<file path="config.mk">
export PLATFORM = sky130hd
export DESIGN_NAME = fast_n_detector
export DESIGN_NICKNAME = d
export VERILOG_FILES = /design/src/rtl/fast_pkg.sv /design/src/rtl/fast_arc_eval.sv /design/src/rtl/fast_n_detector.sv
export SDC_FILE = /design/constraint.sdc
export NUM_CORES = 2
export LEC_CHECK = 0
export ABC_AREA = 1
export BUFFER_PORTS_ARGS = -buffer_cell sky130_fd_sc_hd__buf_4
export CORE_MARGIN = 2
export CORE_UTILIZATION = 30
export DETAILED_ROUTE_END_ITERATION = 12
export PLACE_DENSITY = 0.54
export SYNTH_ARGS = -nofsm -noshare
export SYNTH_HDL_FRONTEND = slang
export SYNTH_SLANG_ARGS = --single-unit
</file>
<file path="constraint.sdc">
create_clock -name i_clk -period 19.5 [get_ports i_clk]
set_input_delay 3.9 -clock i_clk [delete_from_list [all_inputs] [get_ports i_clk]]
set_output_delay 3.9 -clock i_clk [all_outputs]
set_load 0.02 [all_outputs]
</file>
<file path="src/rtl/fast_pkg.sv">
// Shared constants, polarity encoding and min/max helpers for the FAST segment-test detector.
package fast_pkg;

  localparam int RING_SIZE    = 16;
  localparam int FAST_LATENCY = 4;
  localparam int MAX_PIX_W    = 16;

  typedef enum logic [1:0] {
    POL_NONE   = 2'b00,
    POL_BRIGHT = 2'b01,
    POL_DARK   = 2'b10
  } fast_pol_e;

  // Callers zero-extend narrower pixels into MAX_PIX_W before use.
  function automatic logic [MAX_PIX_W-1:0] fast_min(input logic [MAX_PIX_W-1:0] a,
                                                    input logic [MAX_PIX_W-1:0] b);
    return (a < b) ? a : b;
  endfunction

  function automatic logic [MAX_PIX_W-1:0] fast_max(input logic [MAX_PIX_W-1:0] a,
                                                    input logic [MAX_PIX_W-1:0] b);
    return (a > b) ? a : b;
  endfunction

endpackage

</file>
<file path="src/rtl/fast_arc_eval.sv">
// Evaluates one ARC_LEN-long arc starting at ring index START: all-bright, all-dark and min diff.
module fast_arc_eval
  import fast_pkg::*;
#(
  parameter int PIX_W   = 8,
  parameter int ARC_LEN = 9,
  parameter int START   = 0
) (
  input  logic [RING_SIZE-1:0]       bright_i,
  input  logic [RING_SIZE-1:0]       dark_i,
  input  logic [RING_SIZE*PIX_W-1:0] diff_i,
  output logic                       qualify_b_o,
  output logic                       qualify_d_o,
  output logic [PIX_W-1:0]           arcmin_o
);

  logic                 qb_s;
  logic                 qd_s;
  logic [3:0]           idx_s;
  logic [MAX_PIX_W-1:0] min_s;
  logic [MAX_PIX_W-1:0] ext_s;

  // Walk the arc with wrap-around, AND-ing the class bits and tracking the smallest diff.
  always_comb begin
    qb_s  = 1'b1;
    qd_s  = 1'b1;
    idx_s = 4'd0;
    min_s = '1;
    ext_s = '0;
    for (int i = 0; i < ARC_LEN; i++) begin
      idx_s = 4'((START + i) % RING_SIZE);
      qb_s  = qb_s & bright_i[idx_s];
      qd_s  = qd_s & dark_i[idx_s];
      ext_s = '0;
      ext_s[PIX_W-1:0] = diff_i[idx_s*PIX_W +: PIX_W];
      min_s = fast_min(min_s, ext_s);
    end
  end

  assign qualify_b_o = qb_s;
  assign qualify_d_o = qd_s;
  assign arcmin_o    = min_s[PIX_W-1:0];

endmodule

</file>
<file path="src/rtl/fast_n_detector.sv">
// FAST-N corner detector: 4-stage stallable pipeline (classify, arc eval, group max, output)
// plus a saturating keypoint counter.
module fast_n_detector
  import fast_pkg::*;
#(
  parameter int PIX_W   = 8,
  parameter int ARC_LEN = 9,
  parameter int CNT_W   = 16
) (
  input  logic                       i_clk,
  input  logic                       i_rst,
  input  logic                       i_en,
  input  logic                       i_valid,
  input  logic [RING_SIZE*PIX_W-1:0] i_circle,
  input  logic [PIX_W-1:0]           i_center,
  input  logic [PIX_W-1:0]           i_threshold,
  input  logic                       i_clr_count,
  output logic                       o_valid,
  output logic                       o_flag,
  output logic [1:0]                 o_polarity,
  output logic [PIX_W-1:0]           o_score,
  output logic [CNT_W-1:0]           o_kp_count
);

  if (ARC_LEN < 9 || ARC_LEN > RING_SIZE) begin : g_bad_arc_len
    $error("fast_n_detector: ARC_LEN must lie in 9..16");
  end
  if (PIX_W > MAX_PIX_W) begin : g_bad_pix_w
    $error("fast_n_detector: PIX_W exceeds MAX_PIX_W");
  end

  logic [RING_SIZE*PIX_W-1:0]        diff_d, diff_q;
  logic [RING_SIZE-1:0]              bright_d, bright_q, dark_d, dark_q;
  logic [PIX_W-1:0]                  pix_s, delta_s;
  logic                              v1_q, v2_q, v3_q;
  logic [RING_SIZE-1:0]              qb_s, qd_s, qb_q, qd_q;
  logic [RING_SIZE-1:0][PIX_W-1:0]   arcmin_s, arcmin_q;
  logic [3:0][PIX_W-1:0]             grp_max_d, grp_max_q;
  logic [MAX_PIX_W-1:0]              acc_s, ext_s;
  logic                              flag_d, flag_q;
  fast_pol_e                         pol_d, pol_q;
  logic [PIX_W-1:0]                  score_d;
  logic                              out_valid_q, out_flag_q;
  fast_pol_e                         out_pol_q;
  logic [PIX_W-1:0]                  out_score_q;
  logic [CNT_W-1:0]                  cnt_q;
  logic                              inc_s;

  // S1 classification: magnitude diff with the bright/dark decision taken on the same subtraction.
  always_comb begin
    diff_d   = '0;
    bright_d = '0;
    dark_d   = '0;
    pix_s    = '0;
    delta_s  = '0;
    for (int k = 0; k < RING_SIZE; k++) begin
      pix_s = i_circle[k*PIX_W +: PIX_W];
      if (i_center >= pix_s) begin
        delta_s   = i_center - pix_s;
        dark_d[k] = (delta_s > i_threshold);
      end else begin
        delta_s     = pix_s - i_center;
        bright_d[k] = (delta_s > i_threshold);
      end
      diff_d[k*PIX_W +: PIX_W] = delta_s;
    end
  end

  for (genvar j = 0; j < RING_SIZE; j++) begin : g_arc
    fast_arc_eval #(
      .PIX_W  (PIX_W),
      .ARC_LEN(ARC_LEN),
      .START  (j)
    ) u_arc (
      .bright_i   (bright_q),
      .dark_i     (dark_q),
      .diff_i     (diff_q),
      .qualify_b_o(qb_s[j]),
      .qualify_d_o(qd_s[j]),
      .arcmin_o   (arcmin_s[j])
    );
  end

  // S3 reduction: non-qualifying arcs contribute 0 to their group maximum.
  always_comb begin
    grp_max_d = '0;
    acc_s     = '0;
    ext_s     = '0;
    for (int g = 0; g < 4; g++) begin
      acc_s = '0;
      for (int a = 0; a < 4; a++) begin
        ext_s = '0;
        if (qb_q[g*4+a] || qd_q[g*4+a]) begin
          ext_s[PIX_W-1:0] = arcmin_q[g*4+a];
        end else begin
          ext_s = '0;
        end
        acc_s = fast_max(acc_s, ext_s);
      end
      grp_max_d[g] = acc_s[PIX_W-1:0];
    end
    flag_d = v2_q && ((|qb_q) || (|qd_q));
    if (!flag_d) begin
      pol_d = POL_NONE;
    end else if (|qb_q) begin
      pol_d = POL_BRIGHT;
    end else begin
      pol_d = POL_DARK;
    end
  end

  // S4 final maximum over the four groups.
  always_comb begin
    score_d = '0;
    for (int g = 0; g < 4; g++) begin
      if (grp_max_q[g] > score_d) begin
        score_d = grp_max_q[g];
      end else begin
        score_d = score_d;
      end
    end
  end

  // Pipeline registers: reset wins over the stall, and the stall freezes every stage.
  always_ff @(posedge i_clk) begin
    if (i_rst) begin
      diff_q      <= '0;
      bright_q    <= '0;
      dark_q      <= '0;
      v1_q        <= 1'b0;
      qb_q        <= '0;
      qd_q        <= '0;
      arcmin_q    <= '0;
      v2_q        <= 1'b0;
      grp_max_q   <= '0;
      flag_q      <= 1'b0;
      pol_q       <= POL_NONE;
      v3_q        <= 1'b0;
      out_valid_q <= 1'b0;
      out_flag_q  <= 1'b0;
      out_pol_q   <= POL_NONE;
      out_score_q <= '0;
    end else if (i_en) begin
      diff_q      <= diff_d;
      bright_q    <= bright_d;
      dark_q      <= dark_d;
      v1_q        <= i_valid;
      qb_q        <= qb_s;
      qd_q        <= qd_s;
      arcmin_q    <= arcmin_s;
      v2_q        <= v1_q;
      grp_max_q   <= grp_max_d;
      flag_q      <= flag_d;
      pol_q       <= pol_d;
      v3_q        <= v2_q;
      out_valid_q <= v3_q;
      out_flag_q  <= v3_q && flag_q;
      out_pol_q   <= (v3_q && flag_q) ? pol_q : POL_NONE;
      out_score_q <= (v3_q && flag_q) ? score_d : '0;
    end
  end

  assign inc_s = i_en && v3_q && flag_q;

  // Keypoint counter: a clear that coincides with a new keypoint leaves exactly that keypoint counted.
  always_ff @(posedge i_clk) begin
    if (i_rst) begin
      cnt_q <= '0;
    end else if (i_clr_count) begin
      cnt_q <= inc_s ? CNT_W'(1) : '0;
    end else if (inc_s && (cnt_q != '1)) begin
      cnt_q <= cnt_q + CNT_W'(1);
    end
  end

  assign o_valid    = out_valid_q;
  assign o_flag     = out_flag_q;
  assign o_polarity = out_pol_q;
  assign o_score    = out_score_q;
  assign o_kp_count = cnt_q;

endmodule

</file>
==> summary.md <==
| Metric | Value |
|---|---|
| Result of the run | completed |
| Largest cells by area after synthesis | ha_1 28%, nand2_1 17%, dfxtp_1 12% |
| Critical R2R Launch | diff_q[53] |
| Critical path required time | roughly 20 ns |
| Count of unresolved DRC violations after routing | 0 |
| Share of post-route cells with drive strength above 1 | roughly 6.3% |
| Core box area | 0.220 sq mm |
| Layout Nets | around 12000 |
| Detailed Routing Iterations Pass 1 | 7 |
| Die area | ~0.23 sq mm |
| Category of the most critical setup path | flop to flop |
| Post-synthesis cell area | 0.0664 sq mm |
| Sum of net half-perimeters after detailed placement | between 200 and 250 mm |
| Distinct cell type count after synthesis | 40 |
| Total number of placement rows | 172 |
| Routed vias/inst | roughly 5.3 |
| Startpoint Class | flop |
| Antenna-violating nets left | 0 |
| Number of instances in the synthesized netlist | ~10000 |
| GRT Residual Overflow | 0 |
| Worst hold path stage count | 2 |
| Compound-Gate Fraction of Synth Area | 20.2% |
| Number of global-route vias before repair | ~68000 |
| Routed wire length | about 270 mm |
| Final worst clock skew | between 0.04 and 0.05 ns |
| First-iteration detailed-routing DRC count | slightly below 6000 |
| Final GP Congestion | between 0.9 and 1 |
| Source-to-sink clock delay at the later pin of the worst-skew pair | 0.68 ns |
| Synth cell count leaders | 2961 x nand2_1, 1497 x ha_1, 1040 x a21oi_1, 1004 x o21ai_0, 955 x inv_1 |
| Finished Cell Area | slightly above 0.07 sq mm |
| Quantity of hold-fixing buffers added after cts | 0 |
| Total global-route track usage | a little under a quarter |
| Largest net degree at the start of global routing | 154 |
| Number of clock buffers inserted by TritonCTS | between 50 and 60 |
| Post-Synthesis Net Count | 12200 |
| Post-synth EDFFs | 0 |
| Slew Viols, Final | 0 |
| Final worst-path cycle share | about two thirds |
| Ports | ~180 |
| Largest stage delay, worst path | roughly 0.73 ns |
| Worst endpoint data arrival time | between 10 and 15 ns |
| Total number of yosys warnings | 0 |
| Post-layout min period | 13.19 ns |
| Number of hold violations in the final report | 0 |
| Vias after detailed routing | a little over 70000 |
| Crit. End Element | flop |
| Fraction of synthesized cell area taken by the top area cell type | between 20% and 30% |
| Total cell area at the placement stage | around 0.071 sq mm |
| Accumulated negative setup slack | 0 ns |
| Worst hold path startpoint | arcmin_q[79] |
| Worst-path maximum fanout | 16 |
| Number of gates resized after CTS | 0 |
| Number of input and output port buffers inserted | roughly 180 |
| Slew HR | between 8 and 9% |
| TritonCTS clock tree | yes |
| Hold worst-path end | arcmin_q[79] |
| Top cell type by total area after synthesis | ha_1 |
| Synth Area in Simple Gates | between 20 and 30% |
| Combinational family with the most area after synthesis | adder cells |
| Arithmetic-cell share of the synthesized area counting full adders, half adders and majority gates | between 20 and 30% |
| Count leader, synth | nand2_1 |
| Clock sink total | 386 |
| Buffer depth of the longest clock path | 3 |
| Filler cells | 24300 |
| Mean instance size in the synthesized netlist | ~6.3 sq um |
| Fraction of registers with async set/reset | 0% |
| RSZ-0062 raised after global routing | no |
| XOR/XNOR Fraction of Synth Area | 2.52% |
| Fmax | around 76 MHz |
| Master cell of the clock root buffer | clkbuf_16 |
| Initial standard-cell utilization of the core | 30.2% |
| Endpoint of the worst-slack reg-to-reg timing path | arcmin_q[45] |
| Worst-path cell with the longest stage delay | clkinv_1 |
| Register bit count reported by yosys | ~390 |
| HP Class | flop to flop |
| Register-to-register setup slack | around 6.3 ns |
| Final cell utilization of the core | 33.0% |
| Count of endpoints failing setup in the final report | 0 |
| Number of antenna violations at the first check in global routing | 5 |
| Proportion of synthesized area in mux cells | 0% |
| Clock transition at the register clock pins on the worst setup and hold paths after CTS | around 0.060 ns |
| Worst-Margin Slew | around 1.4 ns |
| Max-cap violations | 0 |
| Die H | ~470 microns |
| Number of cell instances on the worst register-to-register path | between 60 and 70 |
| Worst hold slack across all endpoints | roughly 0.46 ns |
| Proportion of synthesized chip area in sequential cells | 11.6% |
| Post CTS Setup Buffer Count | 0 |
| Area delta synth->final | 9.32% |
| Number of levels in the clock H-tree | 2 |
| Wire length of the first global-routing pass | 400 mm |
| Horiz. Die Dim | 475 microns |
| Most common flop cell mapped by yosys | dfxtp_1 |
| Routed length per placed instance | 19.7 microns |
metal layers:
metal,track usage [%],part of all wire (%),up-vias
li1,-,-,35400
met1,29.9,45,33000
met2,38.4,45,2313
met3,2.22,5.6,529
met4,9.44,4.5,2
met5,0,0.0049,-
through the flow:
stage,setup WS (ns),instances
after global routing,5.19,13500
final,6.31,13500
after CTS,6.63,13500
after global placement,7.00,13400
after floorplan,8.73,10500
after detailed placement,6.79,13400
flip-flops by register name, indices dropped and copies added (netlist names), 8 cells and up:
register	count
arcmin_q	128
bright_q	16
dark_q	16
diff_q	128
grp_max_q	32
o_kp_count	16
o_score	8
qb_q	16
qd_q	16
cell families (layout without fill, tap and decap cells):
kind of cell | after synthesis | after routing
AOI/OAI and AO/OA | 2482 | 2482
xor gates and xnor gates | 191 | 191
adders and majority gates | 1529 | 1529
buffers and inverters | 1429 | 1488
DFF | 386 | 386
other | 0 | 2
and+or+nand+nor | 4482 | 4482
area by class of cell:
type	count	area, sq um	share of cell area [%]
diodes	2	5.00	0.00689
clock buffers	65	1410	1.94
clock inverters	27	358	0.493
inverters	1099	4130	5.69
multi-input cells	8684	53000	73.0
flip-flops and latches	386	7730	10.6
well taps	2958	3700	5.10
repair buffers	297	2260	3.11
cells in the final DEF (no fill, tap or decap), types with 119 or more instances in the layout:
cell / synthesis / final
a21oi_1: 1040 / 1040
o21ai_0: 1004 / 1004
nand2_2: 192 / 192
nand2_1: 2961 / 2961
ha_1: 1497 / 1497
dfxtp_1: 386 / 386
nand3_1: 603 / 603
buf_4: 35 / 294
o21ai_1: 119 / 119
a211oi_1: 125 / 125
nor2_1: 593 / 593
inv_1: 955 / 952
xor2_1: 180 / 180
how the worst max path moves through the flow:
| stage | startpoint | cells after the start | to | slack (ns) |
|---|---|---|---|---|
| 5_1_grt | diff_q[55] | 64 | arcmin_q[45] | 5.19 |
| 3_3_place_gp | diff_q[53] | 62 | arcmin_q[40] | 7.00 |
| 4_1_cts | diff_q[53] | 62 | arcmin_q[45] | 6.63 |
| 6_report | diff_q[53] | 61 | arcmin_q[45] | 6.31 |
| 2_1_floorplan | diff_q[87] | 70 | arcmin_q[74] | 8.73 |
| 3_5_place_dp | diff_q[53] | 62 | arcmin_q[45] | 6.79 |
worst max-delay path, delay by kind of cell, from the launching register on:
family / cells / cell delay [ns]
AOI/OAI and AO/OA: 24 / 5.32
adders and majority gates: 8 / 3.01
buffers and inverters: 7 / 2.20
and+or+nand+nor: 22 / 2.08
DFF: 1 / 0.42
Power is not shown: default switching activity piles up to over one toggle a cycle in this logic, so the estimate is an artifact.
